==> src/rtl/complex_result_writer.sv <==
// complex_result_writer
// Captures LANES pairs of 8-bit real/imag ALU results on a load strobe and
// writes them, one lane per cycle, as packed 18-bit complex words into an
// internal result RAM. A registered read port returns RAM words in the same
// 18-bit format.
//
// Ports:
//   clk        rising-edge clock
//   rst_n      asynchronous active-low reset
//   load       batch start strobe, honoured only in IDLE
//   in_r       lane k real result at [8k+7:8k]
//   in_i       lane k imaginary result at [8k+7:8k]
//   base_addr  RAM address of lane 0, sampled with load
//   rd_addr    read address
//   rd_data    RAM[rd_addr], one cycle latency, read-before-write
//   busy       high while lane writes are in progress
//   done       one-cycle pulse after the last lane is written
//   wr_count   completed batches since reset, wraps
module complex_result_writer #(
  parameter int unsigned LANES = 4,
  parameter int unsigned AW    = 5,
  parameter int unsigned DEPTH = 32
) (
  input  logic                 clk,
  input  logic                 rst_n,
  input  logic                 load,
  input  logic [LANES*8-1:0]   in_r,
  input  logic [LANES*8-1:0]   in_i,
  input  logic [AW-1:0]        base_addr,
  input  logic [AW-1:0]        rd_addr,
  output logic [17:0]          rd_data,
  output logic                 busy,
  output logic                 done,
  output logic [7:0]           wr_count
);

  localparam int unsigned IW = (LANES > 1) ? $clog2(LANES) : 1;
  localparam int unsigned WW = 18;

  typedef enum logic [1:0] {IDLE, WRITE, DONE} state_t;

  state_t          state_q;
  logic [IW-1:0]   idx_q;
  logic [AW-1:0]   base_q;
  logic [7:0]      cap_r_q [LANES];
  logic [7:0]      cap_i_q [LANES];

  logic [WW-1:0]   mem [DEPTH];

  logic            we_c;
  logic [AW-1:0]   waddr_c;
  logic [WW-1:0]   wdata_c;

  // Write port: current lane, sign-extended to 9+9 bits; address wraps mod DEPTH.
  always_comb begin
    we_c    = (state_q == WRITE);
    waddr_c = base_q + AW'(idx_q);
    wdata_c = {cap_r_q[idx_q][7], cap_r_q[idx_q], cap_i_q[idx_q][7], cap_i_q[idx_q]};
  end

  // Batch sequencer with registered status outputs.
  always_ff @(posedge clk or negedge rst_n) begin
    if (!rst_n) begin
      state_q  <= IDLE;
      idx_q    <= '0;
      base_q   <= '0;
      busy     <= 1'b0;
      done     <= 1'b0;
      wr_count <= '0;
      for (int unsigned k = 0; k < LANES; k++) begin
        cap_r_q[k] <= '0;
        cap_i_q[k] <= '0;
      end
    end else begin
      done <= 1'b0;
      unique case (state_q)
        IDLE: begin
          if (load) begin
            for (int unsigned k = 0; k < LANES; k++) begin
              cap_r_q[k] <= in_r[8*k +: 8];
              cap_i_q[k] <= in_i[8*k +: 8];
            end
            base_q  <= base_addr;
            idx_q   <= '0;
            busy    <= 1'b1;
            state_q <= WRITE;
          end
        end
        WRITE: begin
          idx_q <= idx_q + IW'(1);
          if (idx_q == IW'(LANES - 1)) begin
            busy    <= 1'b0;
            state_q <= DONE;
          end
        end
        DONE: begin
          done     <= 1'b1;
          wr_count <= wr_count + 8'd1;
          state_q  <= IDLE;
        end
        default: state_q <= IDLE;
      endcase
    end
  end

  // Result RAM storage; contents deliberately not reset.
  always_ff @(posedge clk) begin
    if (we_c) begin
      mem[waddr_c] <= wdata_c;
    end
  end

  // Registered read port; non-blocking update gives read-before-write.
  always_ff @(posedge clk or negedge rst_n) begin
    if (!rst_n) begin
      rd_data <= '0;
    end else begin
      rd_data <= mem[rd_addr];
    end
  end

endmodule

==> config.mk <==
export PLATFORM = sky130hd
export DESIGN_NAME = complex_result_writer
export DESIGN_NICKNAME = d
export VERILOG_FILES = /design/src/rtl/complex_result_writer.sv
export SDC_FILE = /design/constraint.sdc
export NUM_CORES = 1
export LEC_CHECK = 0
export ABC_AREA = 1
export CAP_MARGIN = 20
export CELL_PAD_IN_SITES_DETAIL_PLACEMENT = 1
export CELL_PAD_IN_SITES_GLOBAL_PLACEMENT = 1
export CORE_MARGIN = 2
export CORE_UTILIZATION = 30
export DETAILED_ROUTE_END_ITERATION = 7
export PLACE_DENSITY = 0.55
export SLEW_MARGIN = 5
export SYNTH_ARGS = -nofsm -noshare
export SYNTH_HDL_FRONTEND = slang
export SYNTH_SLANG_ARGS = --single-unit
==> constraint.sdc <==
create_clock -name clk -period 2.8 [get_ports clk]
set_input_delay 0.56 -clock clk [delete_from_list [all_inputs] [get_ports clk]]
set_output_delay 0.56 -clock clk [all_outputs]
set_load 0.05 [all_outputs]
# Word-level counts from Yosys, hierarchy flattened
# Memories as Yosys holds them, arrays and structs flattened. A register that Yosys moved wholly into a read port is not among the register bits.
# Index checks and enable logic that the tools add are counted.
[totals]
register_bits = 83
latchBits = 0
ram_bits = 576
rom_bits = 0
output_inout_bits = 28
word_cells = 49
mem_count = 1
[classes]
n_addsub = 3
multipliers = 0
n_div = 0
n_lt_le_gt_ge = 1
eq_ne = 5
shifts = 0
mux = 17
bitwise_logic = 1
reduce_logical = 7
[memory_table]
columns = ["memory", "depth", "width", "read_ports", "rd_ports_with_merged_regs", "wr", "line", "rtl"]
rows = [
  ["mem", 32, 18, 1, 1, 1, "48", "logic [WW-1:0] mem [DEPTH];"],
]
[ops]
columns = ["op", "count"]
rows = [
  ["$bmux W8 S2", 2],
  ["$mux W8", 4],
  ["$add A8 B1 Y8 const B", 1],
  ["$pmux W2 S2", 2],
  ["$mux W2", 3],
  ["$reduce_and A2 Y1", 3],
  ["$add A5 B2 Y5", 1],
  ["$mux W1", 5],
  ["$eq A2 B2 Y1 const B", 2],
  ["$ge A3 B3 Y1 const B", 1],
  ["$not A2 Y3", 1],
  ["$reduce_and A3 Y1", 1],
  ["$add A2 B1 Y2 const B", 1],
  ["$eq A2 B1 Y1 const B", 1],
  ["$logic_not A2 Y1", 1],
  ["$ne A2 B1 Y1 const B", 1],
  ["$ne A2 B2 Y1 const B", 1],
  ["$pmux W1 S2", 1],
  ["$reduce_bool A2 Y1", 1],
  ["$logic_not A1 Y1", 1],
]

# Logic depth before layout (Yosys ltp)
[depth]
ltp_word = 4
mapped_depth = 12
depth_no_buf = 9

# Least setup slack after synthesis
# OpenSTA, ideal clock, no wires.
[synth_timing]
path_type = "register -> register"
start = "register idx_q[0]"
end = "memory mem[12][0] (enable)"
setup_time_ps = 388
t_arrival_ps = 2250
path_slack_ps = 161
path_stages_with_launch = 6
cell_sequence = "dfrtp_1 -> ha_1 -> fa_1 -> xor2_1 -> nand3_1 -> nor2_1"
[synth_between]
elab_chain_len = 1
[synth_rtl]
columns = ["element", "line", "rtl"]
rows = [
  ["from (decl)", "43", "logic [IW-1:0] idx_q;"],
  ["from (signal assigned)", "90", "idx_q <= idx_q + IW'(1);"],
  ["$add A5 B2 Y5", "57", "waddr_c = base_q + AW'(idx_q);"],
  ["to (decl)", "48", ""],
]
# No other way between the ends.

# Worst setup path after layout
[layout_timing]
start = "register idx_q[0]"
end = "memory mem[27][5] (enable)"
# Same word-level chain as after synthesis.

==> out/metrics.cfg <==
[placed_design]
dp.cells = 3382
place_congestion = 0.806
place_ws_ns = 0.257
port_buffers = 104
dp_hpwl_um = 47400
placed_area_um2 = 27700

[synthesis]
syn_area_um2 = 25000
synth-seq-cells = 611
netlist.area_leader.share_pct = 61.4
synth_nets = 2323
synth.area.top_cells = edfxtp_1 61%, nand2_1 14%, dfrtp_1 9.9%
synth.largest_area_cell = edfxtp_1
syn-instance-count = 2241
ys_seq_area_share_pct = 71.3
syn_avg_cell_area_um2 = 11.2
ys_types = 26
yosysWarnings = 0

[timing]
setup_ws_ns = 0.233
min_period_ns = 2.57
fin_crit_sh_pct = 91.7
rsz0062_at_grt = false
final-max-slew-violation-count = 0
clock_skew_ns = 0.0257
setup-violations-final = 0
fin_hold_ws_ns = 0.470
slew_headroom_pct = 56.3
worstMarginPinSlew_ns = 0.654
setup_tns_ns = 0
max_freq_mhz = 390
hold_viol = 0

[clock_network]
cts_sinks = 611
tritoncts = built
cts.clk_slew.worst_paths_ns = 0.06
cts_resized = 0
cts_buffers = 70
worst_skew_pair.late_latency_ns = 0.61
postCtsSetupBuffers = 0
cts.path.max_buffers = 3
htreeDepth = 3
root_buffer = clkbuf_16

[final_layout]
fin_util_pct = 36.4
nNetsFinal = 2468
fillCellCount = 8933
drive_gt1_share_pct = 9.91
layout_common_cells = 936 x nand2_1, 512 x edfxtp_1, 394 x nand3_1, 100 x clkdlybuf4s50_1, 99 x dfrtp_1
design_area_um2 = 30000
syn_to_final_growth_pct = 19.8
layout_commonest_cell = nand2_1
layout.cells.non_filler = 3513
n_antenna_cell = 0

[drt]
wl_met2_um = 33600
wire_per_inst_um = 21.4
drt_pass1_iterations = 4
drt-total-wl_um = 75000
drc = 0
detail-route-antenna-nets = 0
highest_layer = met4
wl_met1_um = 37100
wl_met3_um = 2750
drt_first_iter_violations = 1256
post_drt_via_cell_ratio = 4.84
vias = 17000

[critical_path]
cp-end-kind = register
startpoint_type = register
cp_max_fo = 16
crit_chain = ha_1 > fa_1 > nand3_1 > xnor2_2 > nand3_1 > nor2_1 > buf_4
path_class = reg2reg
path_delay_family = simple AND/OR/NAND/NOR gates
path_buf_inv = 1
cp.arrival_ns = 2.86
slowest_delay_ns = 0.45
worst_path_most_repeated_cell = nand3_1
slowest_stage = fa_1
crit_required_ns = 3.09

[floorplanning]
core_area_um2 = 82400
io_pins = 105
die_y_um = 293
rows = 105
start_util_pct = 30.4
die_width_um = 293
dieArea_um2 = 85800

[pwr]
fin_total_pwr_mw = 31.8
ir_drop_uv = 667
p_leak_nw = 11.6
powerDensity_nw_per_um2 = 1060

[global_routing]
grt_max_degree = 74
grt_overflow = 0
grt_pass1_wl_um = 114000
grt_antenna_before_repair = 0
grt_pass1_vias = 17600
groute.usage.overall_pct = 17.6

[run_status]
status = finished, final reports clean

[hold_path]
holdCritPathClass = reg2reg

[run]
max-cap-violations = 0

==> synth_stat cells (all sizes together) <==
| cell | count |
|---|---|
| clkbuf | 35 |
| inv | 20 |
| dfrtp | 99 |
| edfxtp | 512 |
| xnor2 | 6 |
| o21ai | 36 |
| buf | 98 |
| nand3 | 398 |
| nor2 | 71 |
| nand4 | 2 |
| xor2 | 5 |
| nand2 | 937 |
| a22o | 1 |
| o22ai | 16 |
| fa | 1 |
| ha | 4 |
==> worst min-delay path, stage by stage (launching register included) <==
cell and delay [ns]:
dfrtp_1 0.34, nand2_1 0.05, nand2_1 0.05
==> final cells by class <==
class | count | area (um2) | area share (%)
Timing Repair Buffer | 206 | 2090 | 6.95
Multi-Input combinational cell | 1477 | 6400 | 21.3
Clock buffer | 94 | 1980 | 6.58
Tap cell | 1070 | 1340 | 4.46
Clock inverter | 35 | 275 | 0.917
Sequential cell | 611 | 17900 | 59.5
Inverter | 20 | 85.1 | 0.283
==> flip-flops by register name (all words and copies together) (netlist names) <==
register / count
cap_i_q: 32
wr_count: 8
idx_q: 2
mem: 512
done: 1
base_q: 5
cap_r_q: 32
busy: 1
state_q: 2
rd_data: 16
==> worst paths after layout <==
path	startpoint	slack [ns]	to	cells past startpoint
min in group asynchronous	rst_n	0.52	cap_r_q[8]	2
hold / removal	cap_i_q[20]	0.47	cap_i_q[20]	2
hold reg to reg	cap_i_q[20]	0.47	cap_i_q[20]	2
max in group asynchronous	rst_n	1.59	cap_r_q[10]	3
setup / recovery	idx_q[0]	0.23	mem[27][5]	7
setup reg to reg	idx_q[0]	0.23	mem[27][5]	7
==> metal layers <==
layer,global-route usage [%],up-vias
met5,0,-
met3,2.58,100
met2,27.3,339
met1,25.9,8610
li1,-,7945
met4,4.47,0
==> cell families (layout without fill, tap and decap cells) <==
| group | count (synthesis) | after routing | share of synthesized area, % |
|---|---|---|---|
| simple gates | 1408 | 1408 | 23.2 |
| compound gates | 53 | 53 | 1.17 |
| flops | 611 | 611 | 71.3 |
| fa+ha+maj | 5 | 5 | 0.280 |
| buf+inv | 153 | 355 | 3.67 |
| xor+xnor | 11 | 11 | 0.415 |
==> timing repair <==
item	CTS	global route
hold buffers	1	0
endpoints found under the setup margin	0	0
hold endpoints to repair	36	0
==> where the power goes <==
part	total (mW)	switching, mW	internal, mW
clock	9.03	3.70	5.33
combinational	8.46	6.56	1.89
sequential	14.3	0.570	13.7
total	31.8	10.8	20.9
Power figures use the tool's default switching activity.
